--- src/rtl/ika87ad_mcseq_pkg.sv ---
// rtl/ika87ad_mcseq_pkg.sv - shared mnemonics for the IKA87AD microcode sequencer
// Contents: MCTYPE codes, bus operation codes, fixed ROM addresses,
//           microcode word field positions, sequencer state enum and helpers.
package ika87ad_mcseq_pkg;

    localparam logic [1:0] MCTYPE0 = 2'd0;
    localparam logic [1:0] MCTYPE1 = 2'd1;
    localparam logic [1:0] MCTYPE2 = 2'd2;
    localparam logic [1:0] MCTYPE3 = 2'd3;

    localparam logic [1:0] RD3  = 2'd0;
    localparam logic [1:0] RD4  = 2'd1;
    localparam logic [1:0] WR3  = 2'd2;
    localparam logic [1:0] IDLE = 2'd3;

    // Fixed microcode addresses: opcode fetch/decode, interrupt entry,
    // and the suspend range (upper nibble of the address).
    localparam logic [7:0] IRD       = 8'h00;
    localparam logic [7:0] INT_ENTRY = 8'hE0;
    localparam logic [3:0] SUSP      = 4'hF;

    localparam int F_MCTYPE_HI = 17;
    localparam int F_MCTYPE_LO = 16;
    localparam int F_FLAG      = 15;
    localparam int F_END       = 14;
    localparam int F_NOP       = 13;
    localparam int F_NOP2      = 9;
    localparam int F_BUSOP_HI  = 1;
    localparam int F_BUSOP_LO  = 0;

    typedef enum logic [2:0] {
        FETCH,
        DECODE,
        EXEC,
        NOPX,
        HALT
    } mc_state_e;

    function automatic logic is_susp(input logic [7:0] addr);
        return addr[7:4] == SUSP;
    endfunction

    // Index of the final T-state of a step for the given bus operation.
    function automatic logic [1:0] step_last(input logic [1:0] op);
        return (op == RD4) ? 2'd3 : 2'd2;
    endfunction

endpackage

--- src/rtl/ika87ad_mcseq_if.sv ---
// rtl/ika87ad_mcseq_if.sv - decoder, microcode ROM and bus signals of the sequencer
// Signals: i_DEC_VALID/i_DEC_ADDR (decoder handshake), i_MCROM_DATA,
//          o_MCROM_READ_TICK/o_MCROM_ADDR (ROM), i_WAIT, o_BUS_OP, o_BUS_T.
// Modports: master = sequencer side, slave = decoder/ROM/bus side.
interface ika87ad_mcseq_if;
    logic        i_DEC_VALID;
    logic [7:0]  i_DEC_ADDR;
    logic [17:0] i_MCROM_DATA;
    logic        o_MCROM_READ_TICK;
    logic [7:0]  o_MCROM_ADDR;
    logic        i_WAIT;
    logic [1:0]  o_BUS_OP;
    logic [1:0]  o_BUS_T;

    modport master (
        input  i_DEC_VALID, i_DEC_ADDR, i_MCROM_DATA, i_WAIT,
        output o_MCROM_READ_TICK, o_MCROM_ADDR, o_BUS_OP, o_BUS_T
    );

    modport slave (
        output i_DEC_VALID, i_DEC_ADDR, i_MCROM_DATA, i_WAIT,
        input  o_MCROM_READ_TICK, o_MCROM_ADDR, o_BUS_OP, o_BUS_T
    );
endinterface

--- src/rtl/ika87ad_tcnt.sv ---
// rtl/ika87ad_tcnt.sv - T-state counter with bus wait handling
// Ports: i_CLK, i_RST_n (async, active low), i_CEN (T-state enable),
//        i_CLR (hold count at 0), i_WAIT, i_OP (current bus op),
//        o_T (T index), o_STEP_END (last T-state of the step on this tick).
module ika87ad_tcnt
    import ika87ad_mcseq_pkg::*;
(
    input  logic       i_CLK,
    input  logic       i_RST_n,
    input  logic       i_CEN,
    input  logic       i_CLR,
    input  logic       i_WAIT,
    input  logic [1:0] i_OP,
    output logic [1:0] o_T,
    output logic       o_STEP_END
);
    logic hold;

    // Wait stretches T=1 of real bus cycles only; IDLE steps never stall.
    assign hold       = i_WAIT && (i_OP != IDLE) && (o_T == 2'd1);
    assign o_STEP_END = i_CEN && !i_CLR && !hold && (o_T == step_last(i_OP));

    always_ff @(posedge i_CLK or negedge i_RST_n) begin
        if (!i_RST_n) begin
            o_T <= 2'd0;
        end else if (i_CEN) begin
            if (i_CLR || o_STEP_END) begin
                o_T <= 2'd0;
            end else if (!hold) begin
                o_T <= o_T + 2'd1;
            end
        end
    end
endmodule

--- src/rtl/ika87ad_mcseq.sv ---
// rtl/ika87ad_mcseq.sv - microcode sequencer: fetch, decode, microcode execution, halt
// Ports: i_CLK, i_RST_n (async, active low), i_CEN (T-state enable),
//        i_STEP (only when IKA87AD_MCSEQ_SINGLESTEP_EN is defined),
//        i_INT_PEND, bus (ika87ad_mcseq_if.master: decoder, ROM, bus op/T),
//        o_MC_VALID, o_IRD, o_HALTED, o_FLAG_UPD.
// Macro IKA87AD_MCSEQ_SINGLESTEP_EN: FETCH waits at T0 for a rising i_STEP.
module ika87ad_mcseq
    import ika87ad_mcseq_pkg::*;
(
    input  logic i_CLK,
    input  logic i_RST_n,
    input  logic i_CEN,
`ifdef IKA87AD_MCSEQ_SINGLESTEP_EN
    input  logic i_STEP,
`endif
    input  logic i_INT_PEND,
    ika87ad_mcseq_if.master bus,
    output logic o_MC_VALID,
    output logic o_IRD,
    output logic o_HALTED,
    output logic o_FLAG_UPD
);
    mc_state_e   state_q, state_d;
    logic [7:0]  addr_q, addr_d;
    logic        rom_tick, cnt_clr, step_end, fetch_stall;
    logic [1:0]  op, t;
    logic [17:0] word;
    logic [1:0]  w_busop;
    logic        w_end, w_flag, w_nop, w_nop2, w_type3;

    assign word    = bus.i_MCROM_DATA;
    assign w_busop = word[F_BUSOP_HI:F_BUSOP_LO];
    assign w_end   = word[F_END];
    assign w_flag  = word[F_FLAG];
    assign w_type3 = word[F_MCTYPE_HI:F_MCTYPE_LO] == MCTYPE3;
    assign w_nop   = w_type3 && word[F_NOP];
    assign w_nop2  = w_type3 && word[F_NOP2];

    wire unused_word = ^{word[12:10], word[8:2]};

`ifdef IKA87AD_MCSEQ_SINGLESTEP_EN
    logic step_q, step_armed;

    always_ff @(posedge i_CLK or negedge i_RST_n) begin
        if (!i_RST_n) begin
            step_q     <= 1'b0;
            step_armed <= 1'b0;
        end else begin
            step_q <= i_STEP;
            if (i_STEP && !step_q) begin
                step_armed <= 1'b1;
            end else if (i_CEN && state_q == FETCH && t == 2'd0) begin
                step_armed <= 1'b0;
            end
        end
    end

    assign fetch_stall = (state_q == FETCH) && (t == 2'd0) && !step_armed;
`else
    assign fetch_stall = 1'b0;
`endif

    // Bus op and counter clear depend only on registered state and the ROM
    // word, keeping them outside the step_end feedback path.
    assign op = (state_q == FETCH) ? RD4 :
                (state_q == EXEC)  ? w_busop : IDLE;
    assign cnt_clr = (state_q == DECODE) || (state_q == HALT) || fetch_stall;

    ika87ad_tcnt u_tcnt (
        .i_CLK      (i_CLK),
        .i_RST_n    (i_RST_n),
        .i_CEN      (i_CEN),
        .i_CLR      (cnt_clr),
        .i_WAIT     (bus.i_WAIT),
        .i_OP       (op),
        .o_T        (t),
        .o_STEP_END (step_end)
    );

    always_ff @(posedge i_CLK or negedge i_RST_n) begin
        if (!i_RST_n) begin
            state_q <= FETCH;
            addr_q  <= IRD;
        end else begin
            state_q <= state_d;
            addr_q  <= addr_d;
        end
    end

    always_comb begin
        state_d  = state_q;
        addr_d   = addr_q;
        rom_tick = 1'b0;
        case (state_q)
            FETCH: begin
                if (step_end) state_d = DECODE;
            end
            DECODE: begin
                if (i_CEN && bus.i_DEC_VALID) begin
                    addr_d   = bus.i_DEC_ADDR;
                    rom_tick = 1'b1;
                    state_d  = EXEC;
                end
            end
            EXEC: begin
                if (step_end) begin
                    if (w_end) begin
                        if (is_susp(addr_q)) begin
                            state_d = HALT;
                        end else if (i_INT_PEND) begin
                            addr_d   = INT_ENTRY;
                            rom_tick = 1'b1;
                        end else begin
                            state_d = FETCH;
                        end
                    end else begin
                        // Next word is read now; NOPX then idles without touching the ROM.
                        addr_d   = addr_q + 8'd1;
                        rom_tick = 1'b1;
                        if (w_nop2) state_d = NOPX;
                    end
                end
            end
            NOPX: begin
                if (step_end) state_d = EXEC;
            end
            HALT: begin
                if (i_CEN && i_INT_PEND) state_d = FETCH;
            end
            default: state_d = FETCH;
        endcase
    end

    // The ROM sees the new address during the tick cycle and registers the word on that edge.
    assign bus.o_MCROM_ADDR      = addr_d;
    assign bus.o_MCROM_READ_TICK = rom_tick;
    assign bus.o_BUS_OP          = op;
    assign bus.o_BUS_T           = t;

    assign o_MC_VALID = i_CEN && (state_q == EXEC) && (t == 2'd2) && !w_nop;
    assign o_FLAG_UPD = o_MC_VALID && w_flag;
    assign o_IRD      = state_q == DECODE;
    assign o_HALTED   = state_q == HALT;
endmodule

--- src/flat_wrapper.sv ---
// flat-port wrapper written by rule: the top's interface ports become plain ports
module ika87ad_mcseq_flat import ika87ad_mcseq_pkg::*;
  (i_CLK, i_RST_n, i_CEN, i_INT_PEND, o_MC_VALID, o_IRD, o_HALTED, o_FLAG_UPD, bus_i_DEC_VALID, bus_i_DEC_ADDR, bus_i_MCROM_DATA, bus_i_WAIT, bus_o_MCROM_READ_TICK, bus_o_MCROM_ADDR, bus_o_BUS_OP, bus_o_BUS_T);
  ika87ad_mcseq_if bus_i ();
  input  logic i_CLK;
  input  logic i_RST_n;
  input  logic i_CEN;
  input  logic i_INT_PEND;
  output logic o_MC_VALID;
  output logic o_IRD;
  output logic o_HALTED;
  output logic o_FLAG_UPD;
  input wire logic [$bits(bus_i.i_DEC_VALID)-1:0] bus_i_DEC_VALID;
  input wire logic [$bits(bus_i.i_DEC_ADDR)-1:0] bus_i_DEC_ADDR;
  input wire logic [$bits(bus_i.i_MCROM_DATA)-1:0] bus_i_MCROM_DATA;
  input wire logic [$bits(bus_i.i_WAIT)-1:0] bus_i_WAIT;
  output wire logic [$bits(bus_i.o_MCROM_READ_TICK)-1:0] bus_o_MCROM_READ_TICK;
  output wire logic [$bits(bus_i.o_MCROM_ADDR)-1:0] bus_o_MCROM_ADDR;
  output wire logic [$bits(bus_i.o_BUS_OP)-1:0] bus_o_BUS_OP;
  output wire logic [$bits(bus_i.o_BUS_T)-1:0] bus_o_BUS_T;
  assign bus_i.i_DEC_VALID = bus_i_DEC_VALID;
  assign bus_i.i_DEC_ADDR = bus_i_DEC_ADDR;
  assign bus_i.i_MCROM_DATA = bus_i_MCROM_DATA;
  assign bus_i.i_WAIT = bus_i_WAIT;
  assign bus_o_MCROM_READ_TICK = bus_i.o_MCROM_READ_TICK;
  assign bus_o_MCROM_ADDR = bus_i.o_MCROM_ADDR;
  assign bus_o_BUS_OP = bus_i.o_BUS_OP;
  assign bus_o_BUS_T = bus_i.o_BUS_T;
  ika87ad_mcseq u_core (.i_CLK(i_CLK), .i_RST_n(i_RST_n), .i_CEN(i_CEN), .i_INT_PEND(i_INT_PEND), .bus(bus_i), .o_MC_VALID(o_MC_VALID), .o_IRD(o_IRD), .o_HALTED(o_HALTED), .o_FLAG_UPD(o_FLAG_UPD));
endmodule
--- config.mk ---
export PLATFORM = sky130hd
export DESIGN_NAME = ika87ad_mcseq_flat
export DESIGN_NICKNAME = d
export VERILOG_FILES = /design/src/rtl/ika87ad_mcseq_pkg.sv /design/src/rtl/ika87ad_mcseq_if.sv /design/src/rtl/ika87ad_tcnt.sv /design/src/rtl/ika87ad_mcseq.sv /design/src/flat_wrapper.sv
export SDC_FILE = /design/constraint.sdc
export NUM_CORES = 1
export LEC_CHECK = 0
export ABC_AREA = 1
export CORE_MARGIN = 1.5
export CORE_UTILIZATION = 44
export CTS_CLUSTER_DIAMETER = 150
export DETAILED_ROUTE_END_ITERATION = 8
export GPL_TIMING_DRIVEN = 0
export HOLD_SLACK_MARGIN = 0.02
export PLACE_DENSITY = 0.86
export SETUP_SLACK_MARGIN = 0.05
export SLEW_MARGIN = 20
export SYNTH_ARGS = -nofsm -noshare
export SYNTH_HDL_FRONTEND = slang
export SYNTH_SLANG_ARGS = --single-unit
--- constraint.sdc ---
create_clock -name i_CLK -period 2.72 [get_ports i_CLK]
set_clock_uncertainty 0.2 [all_clocks]
set_input_delay 0.68 -clock i_CLK [delete_from_list [all_inputs] [get_ports i_CLK]]
set_output_delay 0.68 -clock i_CLK [all_outputs]
set_load 0.03 [all_outputs]
# Word level (Yosys, flattened, before mapping)
# Index checks and enable logic that the tools add are counted.
[totals] register_bits=13 inputBits=32
[op_classes] reduce_logical=21 addsub=2 muxes=27 n_eq_ne=19
[ops] op="two-way mux 8 bit" count=5
[ops] op="two-way mux 3 bit" count=9
[ops] op="one-hot mux 8 bit (2 select lines)" count=1
[ops] op="one-hot mux 3 bit (5 select lines)" count=1
[ops] op="logical AND 1 bit" count=13
[ops] op="adder 8 x 1 -> 8 bit, second input constant" count=1
[ops] op="two-way mux 2 bit" count=4
[ops] op="inequality test 2 bit, second input constant" count=4
[ops] op="AND reduction 7 bit" count=1
[ops] op="== test 3 x 2 -> 1 bit, second input constant" count=2
[ops] op="two-way mux 1 bit" count=6
[ops] op="inequality test 2 x 1 -> 1 bit, second input constant" count=3
[ops] op="== test 2 x 1 -> 1 bit, second input constant" count=2
[ops] op="== test 2 bit, second input constant" count=2
[ops] op="== test 4 bit, second input constant" count=1
[ops] op="inequality test 4 x 3 -> 1 bit, second input constant" count=1
[ops] op="== test 3 x 1 -> 1 bit, second input constant" count=1
[ops] op="== test 3 bit, second input constant" count=1
[ops] op="logical NOT 1 bit" count=3
[ops] op="logical NOT 3 bit" count=1
[ops] op="inequality test 3 x 2 -> 1 bit, second input constant" count=1
[ops] op="adder 2 x 1 -> 2 bit, second input constant" count=1
[ops] op="== test 2 bit" count=1
[ops] op="logical OR 1 bit" count=2
[ops] op="2 further kinds" count=2

# Longest topological paths before layout
[depth] word_depth=12 depth_mapped=11 mapped_depth_nobuf=11

# Cells and area by module
# A second synthesis with hierarchy kept.
[unflattened] cells_unflattened=186 hier_area_um2=1147.4
[modules_own_cells] mod="ika87ad_mcseq" cells_each=157 area_per_inst_um2=962.2 instances=1
[modules_own_cells] mod="ika87ad_tcnt" cells_each=29 area_per_inst_um2=185.2 instances=1

# Least setup slack after synthesis
# No wires, ideal clock.
[synth_path] path_type="register -> output" from="reg u_core.u_tcnt.o_T[0]" to="out o_FLAG_UPD" n_path_buf=0 setup_slack_ns=-0.001 path_stages_with_launch=6 t_arrival_ns=1.841 path_cell_list="dfrtp_1 > inv_1 > ha_1 > nand3_1 > a31oi_1 > and2_1"
[synth_via] elab_chain_len=4
[synth_lines] item="start, declared" line="ika87ad_tcnt.sv:14" rtl="output logic [1:0] o_T,"
[synth_lines] item="start signal, assigned" line="ika87ad_tcnt.sv:30" rtl="o_T <= o_T + 2'd1;"
[synth_lines] item="== test 2 bit" line="ika87ad_mcseq.sv:140" rtl="assign o_MC_VALID = i_CEN && (state_q == EXEC) && (t == 2'd2) && !w_nop;"
[synth_lines] item="logical AND 1 bit (2 in a row)" line="ika87ad_mcseq.sv:140"
[synth_lines] item="named net o_MC_VALID" line="flat_wrapper.sv:9" rtl="output logic o_MC_VALID;"
[synth_lines] item="logical AND 1 bit" line="ika87ad_mcseq.sv:141" rtl="assign o_FLAG_UPD = o_MC_VALID && w_flag;"
[synth_lines] item="end, declared" line="flat_wrapper.sv:12" rtl="output logic o_FLAG_UPD;"
# The timed path passes the listed nets, and every way through them passes these cells.

# Worst setup path in the final report
[layout_path] from="reg u_core.state_q[0]" to="out bus_o_MCROM_ADDR[0]"
[layout_via] elab_chain_len=11 word_cells_on_any_way=20 classes_between="eq/ne: 6; mux: 5; reduce/logical: 9"
[layout_lines] item="start, declared" line="ika87ad_mcseq.sv:23" rtl="mc_state_e state_q, state_d;"
[layout_lines] item="start signal, assigned" line="ika87ad_mcseq.sv:85" rtl="state_q <= state_d;"
[layout_lines] item="== test 3 x 2 -> 1 bit" line="ika87ad_mcseq.sv:66, ika87ad_mcseq.sv:94"
[layout_lines] item="two-way mux 2 bit" line="ika87ad_mcseq.sv:66" rtl="(state_q == EXEC) ? w_busop : IDLE;"
[layout_lines] item="two-way mux 2 bit" line="ika87ad_mcseq.sv:65" rtl="assign op = (state_q == FETCH) ? RD4 :"
[layout_lines] item="inequality test 2 bit" line="ika87ad_tcnt.sv:20" rtl="assign hold = i_WAIT && (i_OP != IDLE) && (o_T == 2'd1);"
[layout_lines] item="logical AND 1 bit (2 in a row)" line="ika87ad_tcnt.sv:20"
[layout_lines] item="logical NOT 1 bit"
[layout_lines] item="logical AND 1 bit (2 in a row)" line="ika87ad_tcnt.sv:21" rtl="assign o_STEP_END = i_CEN && !i_CLR && !hold && (o_T == step_last(i_OP));"
[layout_lines] item="two-way mux 8 bit" line="ika87ad_mcseq.sv:106" rtl="if (step_end) begin"
[layout_lines] item="one-hot mux 8 bit (2 select lines) *" line="ika87ad_mcseq.sv:94" rtl="case (state_q)"
[layout_lines] item="end, declared" line="flat_wrapper.sv:18" rtl="output wire logic [$bits(bus_i.o_MCROM_ADDR)-1:0] bus_o_MCROM_ADDR;"
# Every way passes the cells marked *; elsewhere a longest branch is shown, timed or not.

==> results.cfg <==
[outcome]
status = complete, but fails checks
failed_checks = negative setup slack

[timing]
relSlewSlack_pct = 54.8
whs_ns = 0.379
period_needed_ns = 2.78
final.setup.tns_ns = -0.170
finalHoldViolations = 0
worst_pin_slew_ns = 0.675
finalSetupViolCount = 6
clock.fmax_mhz = 360
rsz0062_at_grt = true
finalMaxSlewViolations = 0
worst_slack_ns = -0.0576
timing.final.crit_share_pct = 102

[die]
fp.dieH_um = 56.1
fp.dieW_um = 56.1
ios = 49
fp-row-count = 19
core_sq_mm = 0.00271
dieArea_sq_mm = 0.00315
initial_utilization_pct = 45.8

[synth]
avgSynthCellArea_sq_um = 6.68
ys_seq_area_share_pct = 26.2
netlist_instances = 186
async_reset_ff_share_pct = 100
synthMostInstantiatedCell = nand2_1
ys_top_cells_by_area = dfrtp_1, nand2_1, nand3_1
synth_edf_count = 0
yosysUniqueCellTypes = 31
synth-main-ff-cell = dfrtp_1
syn_area_sq_mm = 0.00124
synth_area_leader_cell = dfrtp_1
ys_ff_latch = 13
synth_top_cells_by_count = nand2_1, inv_1, nand3_1
synth_nets = 221
synthDominantCellAreaShare_pct = 26.2
yosysWarnings = 0

[clock_tree]
clockBufferDepth = 2
cts_made_buffers = 3
clk_latency_ns = 0.29
cts_root_buf = clkbuf_4
cts.clk_slew.worst_paths_ns = 0.09
cts_max_level = 1
cts_tree = done
cts_sinks = 13
cts_hold_buf = 0

[grt]
antenna_found_initial = 0
top_usage_layer = met2
grt_overflow = 0
grt.met3_usage_pct = 5.58
grt_pass1_vias = 1334
use_met1_pct = 29.8
use_met2_pct = 39.8
grt_usage_pct = 23.7
grt_max_degree = 14
grt_pass1_wl_um = 5880

[critical_path]
crit_type = flop to primary output
end_kind = primary output
cp_max_fo = 7
reg2reg_depth = 11
start_kind = flop
worstPathRequired_ns = 1.84
worst_ep_arrival_time_ns = 1.90
r2r_slack_ns = 0.83

[worst_hold_path]
hold_class = flop to flop
holdPathStages = 2

[routing]
firstDrtPassIters = 4
drtIter0Drc = 53
via_per_inst = 5.39
avgRoutedWirePerCell_um = 13.4
drc = 0
finalWirelength_um = 3600
vias = 1451
ant_nets = 0

[layout]
postLayoutCoreUtil_pct = 71.1
diodes = 0
layout-drive-gt1-share_pct = 37.0
final_nets = 274
design_area_sq_mm = 0.00193
stdcell_count = 269
syn_to_final_growth_pct = 55.0

[power_and_ir_drop]
power_density_mw_per_mm2 = 1040
vdd_ir_drop_max_mv = 0.889
p_leak_uw = 0.000999

[placed_design]
place_inst = 254
port_buffers = 37
gp_congestion = 0.920
placed_area_sq_mm = 0.00166
place_hpwl_um = 2490

[job]
max-cap-violations = 0
repair_timing:
item / CTS / global route
setup endpoints to repair: 14 / 13
resized for setup: 117 / 21
pin swaps: 19 / 10
gates cloned: 0 / 0
setup buffers: 10 / 1
cell type report:
class	instances	area, sq um
buffer	1	5.00
clock buffer	3	22.5
clock inverter	1	5.00
fill	219	785
inverter	32	125
multi-input combinational	140	952
sequential	13	329
tap	31	38.8
timing repair buffer	48	448
final timing paths:
check                                  start             endpoint
setup / recovery           u_core.state_q[0]  bus_o_MCROM_ADDR[0]
hold / removal             u_core.state_q[0]    u_core.state_q[0]
setup reg to reg           u_core.state_q[0]     u_core.addr_q[0]
hold reg to reg            u_core.state_q[0]    u_core.state_q[0]
max in group asynchronous            i_RST_n    u_core.state_q[0]
min in group asynchronous            i_RST_n     u_core.addr_q[4]
where the power goes:
part | internal [uW] | total, uW | switching (uW)
Sequential | 277 | 379 | 102
Clock | 54.7 | 129 | 74.4
Combinational | 586 | 1500 | 915
state kept, by name, indices dropped and copies added (netlist names):
register           cells
u_core.u_tcnt.o_T      2
u_core.addr_q          8
u_core.state_q         3
cell families (layout without fill, tap and decap cells):
logic type	Yosys count	in the layout	share of synthesized area, %
fa+ha+maj	3	3	3.02
flops	13	13	26.2
xor+xnor	3	3	2.12
buf+inv	33	85	10.1
simple gates	114	114	47.4
compound gates	20	20	11.2
stage by stage:
step / power (uW) / setup slack [ns]
final: 2010 / -0.0576
after CTS: 1920 / -0.0257
after detailed placement: 1590 / -1.04
after floorplan: 1210 / 0.0831
after global routing: 2150 / -0.156
after global placement: 1570 / -1.05
layer usage:
layer,routed length (um),vias up
li1,-,705
met1,1490,683
met2,1820,57
met3,242,6
met4,50,0
met5,0,-
critical path: stages, from the launching register on:
cell and delay (ns):
dfrtp_2 0.46, nor2_4 0.21, nand3_4 0.14, nand2_4 0.11, nand2_2 0.06, nand2_4 0.11
nand2_8 0.08, nor2_4 0.16, nand2_1 0.08, nand3_2 0.08, buf_6 0.13
placed cells by master (no fill, tap or decap), drive strengths merged, types with 2 or more instances in the layout:
cell type,n
nand2,65
dfrtp,13
clkdlybuf4s50,16
ha,3
inv,31
clkinv,2
dlymetal6s2s,2
clkbuf,5
xor2,3
nor2,11
a22oi,5
a21oi,6
nand3,31
nand4,4
buf,24
dlygate4sd2,4
o21ai,5
(Power assumes the default switching activity.)
